<file path="src/rtl/lsu_pkg.sv">
// lsu_pkg: op codes, FSM states and op-decoding helpers for the load/store unit
package lsu_pkg;
    localparam logic [5:0] OP_LB = 6'd1, OP_LH = 6'd2, OP_LW = 6'd3, OP_LBU = 6'd4, OP_LHU = 6'd5,
        OP_SB = 6'd6, OP_SH = 6'd7, OP_SW = 6'd8, OP_LWU = 6'd9, OP_LD = 6'd10, OP_SD = 6'd11;
    typedef enum logic [1:0] {IDLE = 2'd0, REQ = 2'd1, RESP = 2'd2} state_t;
    function automatic logic op_legal(input logic [5:0] op, input logic wide);
        return (op >= OP_LB && op <= OP_SW) || (wide && op >= OP_LWU && op <= OP_SD);
    endfunction
    function automatic logic op_store(input logic [5:0] op);
        return op == OP_SB || op == OP_SH || op == OP_SW || op == OP_SD;
    endfunction
    function automatic logic op_signed(input logic [5:0] op);
        return op == OP_LB || op == OP_LH || op == OP_LW;
    endfunction
    function automatic logic [1:0] op_size(input logic [5:0] op);
        return (op == OP_LB || op == OP_LBU || op == OP_SB) ? 2'd0 :
               (op == OP_LH || op == OP_LHU || op == OP_SH) ? 2'd1 :
               (op == OP_LD || op == OP_SD) ? 2'd3 : 2'd2;
    endfunction
endpackage

</file>
<file path="src/rtl/lsu_align.sv">
// lsu_align: store lane shift/strobes, load extract/extend and misalignment flag
module lsu_align
    import lsu_pkg::*;
#(
    parameter int DATA_W = 32,
    localparam int OFF = $clog2(DATA_W / 8),
    localparam int NB = DATA_W / 8
) (
    input  logic [5:0]        st_op,
    input  logic [OFF-1:0]    st_lane,
    input  logic [DATA_W-1:0] st_data,
    input  logic [5:0]        ld_op,
    input  logic [OFF-1:0]    ld_lane,
    input  logic [DATA_W-1:0] ld_q,
    output logic              misalign,
    output logic [NB-1:0]     we,
    output logic [DATA_W-1:0] d,
    output logic [DATA_W-1:0] ld_data
);
    logic [1:0] st_sz, ld_sz;
    logic [NB-1:0] bm;
    logic [DATA_W-1:0] dm, sh;
    logic sg;
    always_comb begin
        st_sz = op_size(st_op);
        ld_sz = op_size(ld_op);
        sg = op_signed(ld_op);
        bm = NB'((16'd1 << (5'd1 << st_sz)) - 16'd1);
        dm = '0;
        for (int i = 0; i < NB; i++) dm[8*i +: 8] = {8{bm[i]}};
        misalign = |(st_lane & OFF'((4'd1 << st_sz) - 4'd1));
        we = op_store(st_op) ? bm << st_lane : '0;
        d = (st_data & dm) << {st_lane, 3'b000};
        sh = ld_q >> {ld_lane, 3'b000};
        ld_data = ld_sz == 2'd0 ? (sg ? DATA_W'($signed(sh[7:0])) : DATA_W'(sh[7:0])) :
                  ld_sz == 2'd1 ? (sg ? DATA_W'($signed(sh[15:0])) : DATA_W'(sh[15:0])) :
                  ld_sz == 2'd2 ? (sg ? DATA_W'($signed(sh[31:0])) : DATA_W'(sh[31:0])) : sh;
    end
endmodule

</file>
<file path="src/rtl/lsu_ctrl.sv">
// lsu_ctrl: multi-cycle load/store unit with req/gnt/rvalid handshake, misalign and timeout traps
module lsu_ctrl
    import lsu_pkg::*;
#(
    parameter int DATA_W = 32,
    parameter int ADDR_W = 32,
    parameter int TIMEOUT_CYC = 255,
    localparam int OFF = $clog2(DATA_W / 8),
    localparam int NB = DATA_W / 8
) (
    input  logic                  clk,
    input  logic                  reset_n,
    input  logic                  jump_branch_enable,
    input  logic                  req_valid,
    input  logic [5:0]            operation_con,
    input  logic [DATA_W-1:0]     src1_value,
    input  logic [DATA_W-1:0]     src2_value,
    input  logic [DATA_W-1:0]     imm,
    input  logic [4:0]            rd,
    output logic                  stall,
    output logic                  write_req,
    output logic [4:0]            write_addr,
    output logic [DATA_W-1:0]     write_data,
    output logic                  misalign_exc,
    output logic                  bus_err,
    output logic [ADDR_W-1:0]     exc_addr,
    output logic                  mem_req,
    input  logic                  mem_gnt,
    output logic [ADDR_W-OFF-1:0] mem_addr,
    output logic [NB-1:0]         mem_we,
    output logic [DATA_W-1:0]     mem_d,
    input  logic                  mem_rvalid,
    input  logic [DATA_W-1:0]     mem_q
);
    localparam int CW = TIMEOUT_CYC > 0 ? $clog2(TIMEOUT_CYC + 1) : 1;
    state_t state, state_nx;
    logic [ADDR_W-1:0] addr, addr_q;
    logic [5:0] op_q;
    logic [4:0] rd_q;
    logic [NB-1:0] we_nx, we_q;
    logic [DATA_W-1:0] d_nx, d_q, ld_data;
    logic [CW-1:0] cnt;
    logic misalign, accept, timeout, done;
    assign addr = ADDR_W'(src1_value + imm);
    lsu_align #(.DATA_W(DATA_W)) u_align (
        .st_op(operation_con),
        .st_lane(addr[OFF-1:0]),
        .st_data(src2_value),
        .ld_op(op_q),
        .ld_lane(addr_q[OFF-1:0]),
        .ld_q(mem_q),
        .misalign(misalign),
        .we(we_nx),
        .d(d_nx),
        .ld_data(ld_data)
    );
    always_comb begin
        accept = state == IDLE && req_valid && op_legal(operation_con, DATA_W == 64) && !jump_branch_enable;
        done = state == RESP && mem_rvalid;
        timeout = TIMEOUT_CYC != 0 && state != IDLE && cnt == CW'(TIMEOUT_CYC);
        state_nx = accept && !misalign ? REQ :
                   done || timeout ? IDLE :
                   state == REQ && mem_gnt ? RESP : state;
        stall = (accept && !misalign) || (state != IDLE && !done);
        mem_req = state == REQ;
        mem_we = mem_req ? we_q : '0;
        mem_addr = addr_q[ADDR_W-1:OFF];
        mem_d = d_q;
    end
    always_ff @(posedge clk or negedge reset_n) begin
        if (!reset_n) begin
            state <= IDLE;
            cnt <= '0;
            addr_q <= '0;
            op_q <= '0;
            rd_q <= '0;
            we_q <= '0;
            d_q <= '0;
            write_req <= 1'b0;
            write_addr <= '0;
            write_data <= '0;
            misalign_exc <= 1'b0;
            bus_err <= 1'b0;
            exc_addr <= '0;
        end else begin
            state <= state_nx;
            cnt <= state == IDLE ? '0 : cnt + CW'(1);
            misalign_exc <= accept && misalign;
            bus_err <= timeout && !done;
            write_req <= done && !op_store(op_q) && rd_q != 5'd0;
            if (accept && !misalign) begin
                addr_q <= addr;
                op_q <= operation_con;
                rd_q <= rd;
                we_q <= we_nx;
                d_q <= d_nx;
            end
            if (accept && misalign) exc_addr <= addr;
            else if (timeout && !done) exc_addr <= addr_q;
            if (done && !op_store(op_q) && rd_q != 5'd0) begin
                write_addr <= rd_q;
                write_data <= ld_data;
            end
        end
    end
endmodule
</file>
<file path="config.mk">
export PLATFORM = sky130hd
export DESIGN_NAME = lsu_ctrl
export DESIGN_NICKNAME = d
export VERILOG_FILES = /design/src/rtl/lsu_pkg.sv /design/src/rtl/lsu_align.sv /design/src/rtl/lsu_ctrl.sv
export SDC_FILE = /design/constraint.sdc
export NUM_CORES = 1
export LEC_CHECK = 0
export CORE_MARGIN = 2
export CORE_UTILIZATION = 35
export CTS_CLUSTER_DIAMETER = 30
export DETAILED_ROUTE_END_ITERATION = 10
export HOLD_SLACK_MARGIN = 0.08
export PLACE_DENSITY = 0.6
export SKIP_LAST_GASP = 1
export SLEW_MARGIN = 5
export SYNTH_ARGS = -nofsm -noshare
export SYNTH_HDL_FRONTEND = slang
export SYNTH_HIERARCHICAL = 1
export SYNTH_SLANG_ARGS = --single-unit
</file>
<file path="constraint.sdc">
create_clock -name clk -period 5.14 [get_ports clk]
set_input_delay 1.542 -clock clk [delete_from_list [all_inputs] [get_ports clk]]
set_output_delay 1.542 -clock clk [all_outputs]
set_load 0.02 [all_outputs]
</file>
# After elaboration in Yosys (flattened, before gate mapping)
# Index checks and enable logic that the tools add are counted.
dict set report totals {
  register_bits 161
  output_inout_bits 140
  wordCells 112
}
dict set report classes {
  addsub 4
  order_cmp 2
  eq_ne 23
  n_shift 6
  n_mux 18
  bitwise_logic 2
  n_reduce_logical 44
}
# operator count
set ops {}
lappend ops {{32-bit two-way mux} 6}
lappend ops {{6-bit by 3-bit equality test with 1-bit output (second input constant)} 8}
lappend ops {{6-bit by 4-bit equality test with 1-bit output (second input constant)} 6}
lappend ops {{32-bit adder} 1}
lappend ops {{32-bit bitwise AND} 1}
lappend ops {{32-bit by 5-bit left shift with 32-bit output} 1}
lappend ops {{32-bit by 5-bit right shift with 32-bit output} 1}
lappend ops {{1-bit logical OR} 20}
lappend ops {{6-bit by 2-bit equality test with 1-bit output (second input constant)} 3}
lappend ops {{2-bit two-way mux} 7}
lappend ops {{1-bit logical AND} 13}
lappend ops {{6-bit by 1-bit equality test with 1-bit output (second input constant)} 2}
lappend ops {{8-bit by 1-bit adder with 8-bit output (second input constant)} 1}
lappend ops {{8-bit equality test (second input constant)} 1}
lappend ops {{4-bit two-way mux} 2}
lappend ops {{8-bit two-way mux} 1}
lappend ops {{6-bit by 1-bit >= comparator with 1-bit output (second input constant)} 1}
lappend ops {{6-bit by 4-bit less-or-equal comparator with 1-bit output (second input constant)} 1}
lappend ops {{5-bit nonzero test} 1}
lappend ops {{1-bit by 2-bit left shift with 5-bit output (first input constant)} 1}
lappend ops {{1-bit by 5-bit left shift with 4-bit output (first input constant)} 1}
lappend ops {{2-bit by 1-bit equality test with 1-bit output (second input constant)} 2}
lappend ops {{1-bit zero test} 4}
lappend ops {{2-bit zero test} 2}
lappend ops {{10 further kinds} 12}

# Longest topological paths before layout
# Gate-level depths: netlist (run 1).
dict set report depth {
  ltp_word 12
  depth_mapped 11
}

# By module
# The synthesis (run 1) kept the hierarchy.
# module instances cells_per_inst area_each_um2 seq_area_each_um2
set modules_own_cells {}
lappend modules_own_cells {lsu_ctrl 1 872 8443.1 4028.9}
lappend modules_own_cells {lsu_align 1 205 1365.1 0.0}

# Worst setup path after synthesis (run 1)
# No wires, ideal clock.
dict set report synth_timing {
  path_type {input to output}
  from {in src1_value[0]}
  to {out stall}
  arrival_ps 3294
  required_ps 3598
  slack_ps 304
  path_stages 9
  n_path_buf 4
  path_cell_list {ha_1 > buf_2 > buf_1 > a22o_1 > inv_1 > nand2_1 > buf_2 > buf_2 > nand2_1}
}
dict set report synth_between {
  elab_chain_cells 6
}
# item line_no
set synth_rtl {}
lappend synth_rtl {{start: declaration} lsu_ctrl.sv:16} ;# input logic [DATA_W-1:0] src1_value,
lappend synth_rtl {{32-bit adder} lsu_ctrl.sv:44} ;# assign addr = ADDR_W'(src1_value + imm);
lappend synth_rtl {{2-bit bitwise AND} lsu_align.sv:31} ;# misalign = |(st_lane & OFF'((4'd1 << st_sz) - 4'd1));
lappend synth_rtl {{2-bit OR reduction} lsu_align.sv:31}
lappend synth_rtl {{net misalign} lsu_ctrl.sv:43} ;# logic misalign, accept, timeout, done;
lappend synth_rtl {{1-bit zero test} lsu_ctrl.sv:64} ;# stall = (accept && !misalign) || (state != IDLE && !done);
lappend synth_rtl {{1-bit logical AND} lsu_ctrl.sv:64}
lappend synth_rtl {{1-bit logical OR} lsu_ctrl.sv:64}
lappend synth_rtl {{end: declaration} lsu_ctrl.sv:20} ;# output logic stall,
# The timed path passes the listed nets, and every way through them passes these cells.

# Worst setup path in the final report (run 1)
dict set report layout_timing {
  from {in src1_value[0]}
  to {out stall}
}
dict set report layout_between {
  elab_chain_cells 6
}
# item line_no
set layout_rtl {}
lappend layout_rtl {{32-bit adder} lsu_ctrl.sv:44}
lappend layout_rtl {{net addr[1]} lsu_ctrl.sv:37} ;# logic [ADDR_W-1:0] addr, addr_q;
lappend layout_rtl {{2-bit bitwise AND} lsu_align.sv:31}
lappend layout_rtl {{2-bit OR reduction} lsu_align.sv:31}
lappend layout_rtl {{net misalign} lsu_ctrl.sv:43}
lappend layout_rtl {{1-bit zero test} lsu_ctrl.sv:64}
lappend layout_rtl {{1-bit logical AND} lsu_ctrl.sv:64}
lappend layout_rtl {{1-bit logical OR} lsu_ctrl.sv:64}
# The timed path passes the listed nets, and every way through them passes these cells.

==> run_results.csv, run 1 <==
group,metric,value,unit
sta,setup_ws,122,ps
sta,rsz0062_at_grt,"false",
setup_path,cp_slowest_stage_delay,510,ps
cts,cts-hold-fix-buffers,0,
cts,cts_max_level,4,
sta,timing.final.crit_share,0.976,
drt,final_antenna_net_count,0,
drt,firstDrtPassIters,5,
grt,grt_start_max_net_pins,107,
finish,finalNetCount,1497,
hold_path,hp-start,"we_q[1]$_DFFE_PN0P_",
hold_path,min_to,"we_q[1]$_DFFE_PN0P_",
setup_path,r2r-end,"addr_q[28]$_DFFE_PN0P_",
drt,routedWlPerCell,17.9,um
cts,path_clk_slew,70,ps
die,io_pins,285,
grt,grt_pass1_wl,47.1,mm
pwr,max-vdd-ir-drop,197,uV
place,placedInstanceArea,12800,um^2
grt,antenna_found_initial,0,
sta,setup_viol,0,
hold_path,hp-class,"flip-flop to flip-flop",
die,coreArea,27700,um^2
synthesis,synth-edff-count,0,
synthesis,yosys_most_used_dff,"dfrtp_1",
sta,tightest_slew,1000,ps
setup_path,worstSetupPathType,"input port to primary output",
sta,clock_skew,16.1,ps
setup_path,startpoint_type,"input port",
setup_path,cp.arrival,3480,ps
place,finalWeightedCongestion,0.911,
grt,grt_pass1_vias,8489,
synthesis,yosys.area.top_type,"dfrtp_1",
synthesis,async_reset_ff_frac,1.00,
setup_path,cp_top_family,"buffers and inverters",
setup_path,reg2reg_slack,2510,ps
setup_path,crit_chain,"clkdlybuf4s50_1 > ha_1 > fa_1 > a22o_1 > inv_1 > nand2_2 > nand2_1 > clkdlybuf4s15_1",
setup_path,r2r_start,"state[1]$_DFFE_PN0P_",
sta,relSlewSlack,0.331,
drt,drcViolationCount,0,
synthesis,ys_warn_count,6,
finish,area_growth,36.8,%
drt,wl,30.5,mm
finish,layout-drive-gt1-share,0.108,
synthesis,ys_top_cells_by_area,"dfrtp_1, nand2_1, mux2_2, ha_1, o21ai_0",
cts,cts_tree,"done",
finish,n_antenna_cell,0,
setup_path,reg2regPathDepth,9,
setup_path,crit_fanout,2,
sta,slew_viol_final,0,
cts,postCtsSetupBuffers,0,
pwr,p_leak,5.98,nW
synthesis,synth.avg_cell_area,9.11,um^2
place,dp_slack,-206,ps
setup_path,cp-end-kind,"primary output",
drt,drt_iter0_markers,683,
die,start_util,0.354,
synthesis,synth_top_area_share,0.411,
synthesis,synth_cell_types,78,
hold_path,min_path_cells,2,
place,dpl.hpwl,22.9,mm
place,port_buffers,284,
run_status,status,"complete, no violations",
finish,final_common_cell,"clkdlybuf4s50_1",
synthesis,ys_seq_area_frac,0.411,
sta,fmax,0.199,GHz
finish,postLayoutCellArea,13400,um^2
place,dp_cells,1678,
finish,stdcell_count,1710,
grt,grt_use_total,0.205,
cts,clk_latency,420,ps
pwr,pwr_density_cell,357,nW/um^2
die,die_w,171,um
synthesis,ys_ff_latch,161,
die,fp.dieArea,29400,um^2
setup_path,cpMaxStageDelayCell,"fa_1",
setup_path,required,3600,ps
die,die_y,171,um
sta,finalHoldViolCount,0,
cts,cts_buffers,17,
cts,cts_sinks,161,
drt,vias,8855,
cts,max-clock-path-buffers,2,
grt,gr-total-overflow,0,
synthesis,synthesis.area,9810,um^2
cts,root_buffer,"clkbuf_16",
drt,vias_per_cell,5.18,
setup_path,cp_num_buf_inv,3,
die,core.rowCount,61,
run,max_cap_violations,0,
synthesis,syn_nets,1255,
synthesis,synthCells,1077,
finish,mostFrequentLayoutCells,"clkdlybuf4s50_1, nand2_1, dfrtp_1",
pwr,total_power,4.79,mW
sta,period_minus_slack,5020,ps
==> per-layer routing <==
metal / GRT usage / wire (um) / vias to the layer above
met3: 0.0359 / 1910 / 23
met2: 0.324 / 14100 / 320
met4: 0.0505 / 471 / 0
met1: 0.290 / 14100 / 4222
li1: - / - / 4290
met5: 0 / 0 / -
==> Yosys cell counts, types with 4 or more instances <==
library cell,count
dfrtp_1,161
nand2b_1,4
nand3_1,24
a21oi_1,57
or3_1,5
a21o_1,21
and3_1,18
a22oi_1,23
nor2_1,55
ha_1,32
buf_4,33
buf_2,27
nor2b_1,27
inv_1,9
xor2_1,18
o22ai_1,6
a211oi_1,11
o21ai_1,14
o21a_1,6
xnor2_1,17
o211ai_1,6
o21ai_0,73
nand4_1,9
mux2i_1,17
a22o_1,12
o31ai_1,7
mux2_2,54
a221o_1,11
clkbuf_1,21
nor3_1,17
nand2_1,198
and2_1,14
nor3b_1,5
==> cell type report <==
| cell class | instances | area (um^2) |
|---|---|---|
| flip-flops and latches | 161 | 4030 |
| fillers | 2661 | 14300 |
| repair buffers | 309 | 3040 |
| well taps | 378 | 473 |
| clock buffers | 18 | 439 |
| multi-input cells | 818 | 5250 |
| clock inverters | 14 | 136 |
| inverters | 12 | 45.0 |
==> logic make-up (layout without fill, tap and decap cells) <==
logic type                 count (synthesis)  count (layout)  share of synthesized area
and+or+nand+nor                          402             402                      0.194
AOI/OAI and AO/OA                        276             276                      0.184
DFF                                      161             161                      0.411
buffers and inverters                     98             353                     0.0552
muxes                                     72              72                     0.0816
xor gates and xnor gates                  35              35                     0.0313
adders and majority gates                 33              33                     0.0429
==> registers in the layout, indices dropped and copies added (netlist names) <==
register      flops
addr_q           32
bus_err           1
cnt               8
exc_addr         32
mem_d            32
misalign_exc      1
op_q              6
rd_q              5
state             2
we_q              4
write_addr        5
write_data       32
write_req         1
==> timing repair <==
item,4_1_cts,5_1_grt
endpoints found under the hold margin,0,0
endpoints found under the setup margin,1,1
cloned,0,0
resized for setup,1,1
==> power by group <==
group,internal [mW],total (mW),switching (mW)
clock,0.659,1.25,0.588
combinational,0.875,1.85,0.974
sequential,1.51,1.69,0.181
==> worst min-delay path, stage by stage, from the launching register on <==
cell     delay, ps
dfrtp_1        340
nand2_1         50
nand2_1         50
==> how the worst max path moves through the flow <==
stage | to | startpoint | cells past startpoint
after floorplan | stall | src1_value[0] | 9
after global placement | stall | src1_value[0] | 8
after detailed placement | stall | src1_value[0] | 8
after CTS | stall | src1_value[0] | 8
after global routing | stall | src1_value[0] | 8
final | stall | src1_value[0] | 8
==> metrics by stage <==
step,hold slack [ps],util,TNS [ps]
final,467,0.484,0
after global routing,503,0.484,0
after CTS,473,0.484,0
after detailed placement,455,0.463,-206
after global placement,452,0.463,-208
after floorplan,438,-,0
Note: power is estimated with default switching activity, not from simulation.
==> inputs of run 2 (changes only) <==
--- a/config.mk
+++ b/config.mk
@@ -5,10 +5,10 @@
 export SDC_FILE = /design/constraint.sdc
 export NUM_CORES = 1
 export LEC_CHECK = 0
-export CORE_MARGIN = 2
 export CORE_UTILIZATION = 35
 export CTS_CLUSTER_DIAMETER = 30
 export DETAILED_ROUTE_END_ITERATION = 10
+export GPL_ROUTABILITY_DRIVEN = 0
 export HOLD_SLACK_MARGIN = 0.08
 export PLACE_DENSITY = 0.6
 export SKIP_LAST_GASP = 1
==> run_results.csv, run 2 (same netlist as run 1, synthesis figures left out) <==
group,metric,value,unit
setup_path,r2r_start,"state[1]$_DFFE_PN0P_",
die,die_w,169,um
die,fp.dieArea,28700,um^2
die,io_pins,285,
pwr,p_switching,1.75,mW
drt,wl,30.7,mm
sta,holdWs,475,ps
run,max_cap_violations,0,
sta,timing.final.crit_share,0.947,
pwr,max-vdd-ir-drop,219,uV
sta,setup_viol,0,
hold_path,hp-start,"mem_d[29]$_DFFE_PN0P_",
cts,cts_sinks,161,
pwr,seqPwrFrac,0.348,
die,die_y,169,um
cts,cts_max_level,4,
grt,gr-total-overflow,0,
drt,drcViolationCount,0,
cts,max-clock-path-buffers,2,
setup_path,cp.arrival,3330,ps
grt,antenna_found_initial,0,
setup_path,worstSetupPathType,"input port to primary output",
sta,rsz0062_at_grt,"false",
finish,layout-drive-gt1-share,0.109,
grt,grt_pass1_vias,8652,
setup_path,startpoint_type,"input port",
sta,slew_viol_final,0,
drt,vias,8846,
finish,mostFrequentLayoutCells,"clkdlybuf4s50_1, nand2_1, dfrtp_1",
cts,cts_tree,"done",
cts,cts-hold-fix-buffers,0,
setup_path,reg2reg_slack,2510,ps
pwr,total_power,4.88,mW
finish,n_antenna_cell,0,
drt,firstDrtPassIters,5,
place,dpl.hpwl,22.9,mm
pwr,pwr-share-clk,0.273,
sta,relSlewSlack,0.387,
sta,period_minus_slack,4870,ps
hold_path,min_to,"mem_d[29]$_DFFE_PN0P_",
setup_path,reg2regPathDepth,11,
finish,area_growth,37.1,%
run_status,status,"complete, no violations",
drt,vias_per_cell,5.19,
hold_path,hp-class,"flip-flop to flip-flop",
grt,grt_pass1_wl,48.2,mm
finish,fin_util,0.493,
sta,clock_skew,19.5,ps
pwr,swShare,0.359,
pwr,pwr_density_cell,363,nW/um^2
pwr,combPwrFrac,0.379,
place,port_buffers,284,
pwr,p_leak,6.00,nW
setup_path,r2r-end,"exc_addr[28]$_DFFE_PN0P_",
drt,final_antenna_net_count,0,
die,core.rowCount,60,
pwr,internal_power,3.13,mW
cts,cts_buffers,17,
cts,clk_latency,430,ps
sta,fmax,0.205,GHz
place,dp_cells,1674,
setup_path,required,3600,ps
cts,root_buffer,"clkbuf_16",
drt,routedWlPerCell,18.0,um
die,coreArea,27300,um^2
grt,grt_use_total,0.214,
sta,finalHoldViolCount,0,
setup_path,cp-end-kind,"primary output",
finish,final_common_cell,"clkdlybuf4s50_1",
sta,tightest_slew,919,ps
grt,grt_start_max_net_pins,87,
drt,drt_iter0_markers,716,
finish,finalNetCount,1499,
sta,tns,0,ps
setup_path,crit_fanout,2,
cts,path_clk_slew,70,ps
die,start_util,0.360,
hold_path,min_path_cells,2,
finish,stdcell_count,1706,
## run 2: changes by cell type in the layout (fill, tap and decap cells not counted), sizes merged
cell / previous run / this run
inv: 22 / 18
buf: 26 / 28
bufinv: 0 / 2
clkinv: 1 / 3
clkbuf: 18 / 19
clkdlybuf4s15: 1 / 0
## run 2: worst max path at each step
| stage | from | to | slack [ps] | cells after the start |
|---|---|---|---|---|
| 2_1_floorplan | src1_value[0] | stall | 300 | 9 |
| 3_3_place_gp | src1_value[0] | stall | -200 | 8 |
| 3_5_place_dp | src1_value[0] | stall | -210 | 8 |
| 4_1_cts | src1_value[0] | stall | 60 | 8 |
| 5_1_grt | imm[0] | stall | 140 | 8 |
| 6_report | src1_value[0] | stall | 270 | 8 |
## run 2: stage by stage
| stage | worst slack (ps) | area [um^2] |
|---|---|---|
| 3_3_place_gp | -203 | 12800 |
| 3_5_place_dp | -212 | 12800 |
| 2_1_floorplan | 304 | 9810 |
| 4_1_cts | 58.4 | 13400 |
| 6_report | 272 | 13400 |
| 5_1_grt | 142 | 13400 |
## run 2: power by group through the flow
stage | combinational [mW] | clock, mW | sequential, mW
after floorplan | 0.911 | 0 | 1.87
after global placement | 1.84 | 0 | 1.72
after detailed placement | 1.85 | 0 | 1.72
after CTS | 1.86 | 1.37 | 1.70
after global routing | 2.00 | 1.42 | 1.73
final | 1.85 | 1.33 | 1.70
## run 2: per-layer routing
metal	wire length, um	GRT usage	share of wire	up-vias
li1	-	-	-	4277
met3	1910	0.0378	0.062	22
met1	14400	0.300	0.47	4221
met2	13900	0.342	0.45	326
met4	412	0.0513	0.013	0
met5	0	0	0	-
## run 2: area by class of cell
class,count,area [um^2]
Clock inverter,14,174
Sequential cell,161,4030
Inverter,12,45.0
Timing Repair Buffer,311,3050
Clock buffer,18,429
Multi-Input combinational cell,818,5250
Tap cell,372,465
Fill cell,2600,13800
## run 2: critical path: stages
cell             delay [ps]
clkdlybuf4s50_1         400
ha_1                    230
fa_1                    520
a22o_1                  260
inv_1                    70
nand2_2                  50
nand2_1                  80
clkbuf_2                180
## run 2: repair_timing
item / CTS / global route
setup buffers: 0 / 0
cloned: 0 / 0
setup endpoints to repair: 1 / 1
gates resized for setup: 1 / 2
hold endpoints to repair: 0 / 0
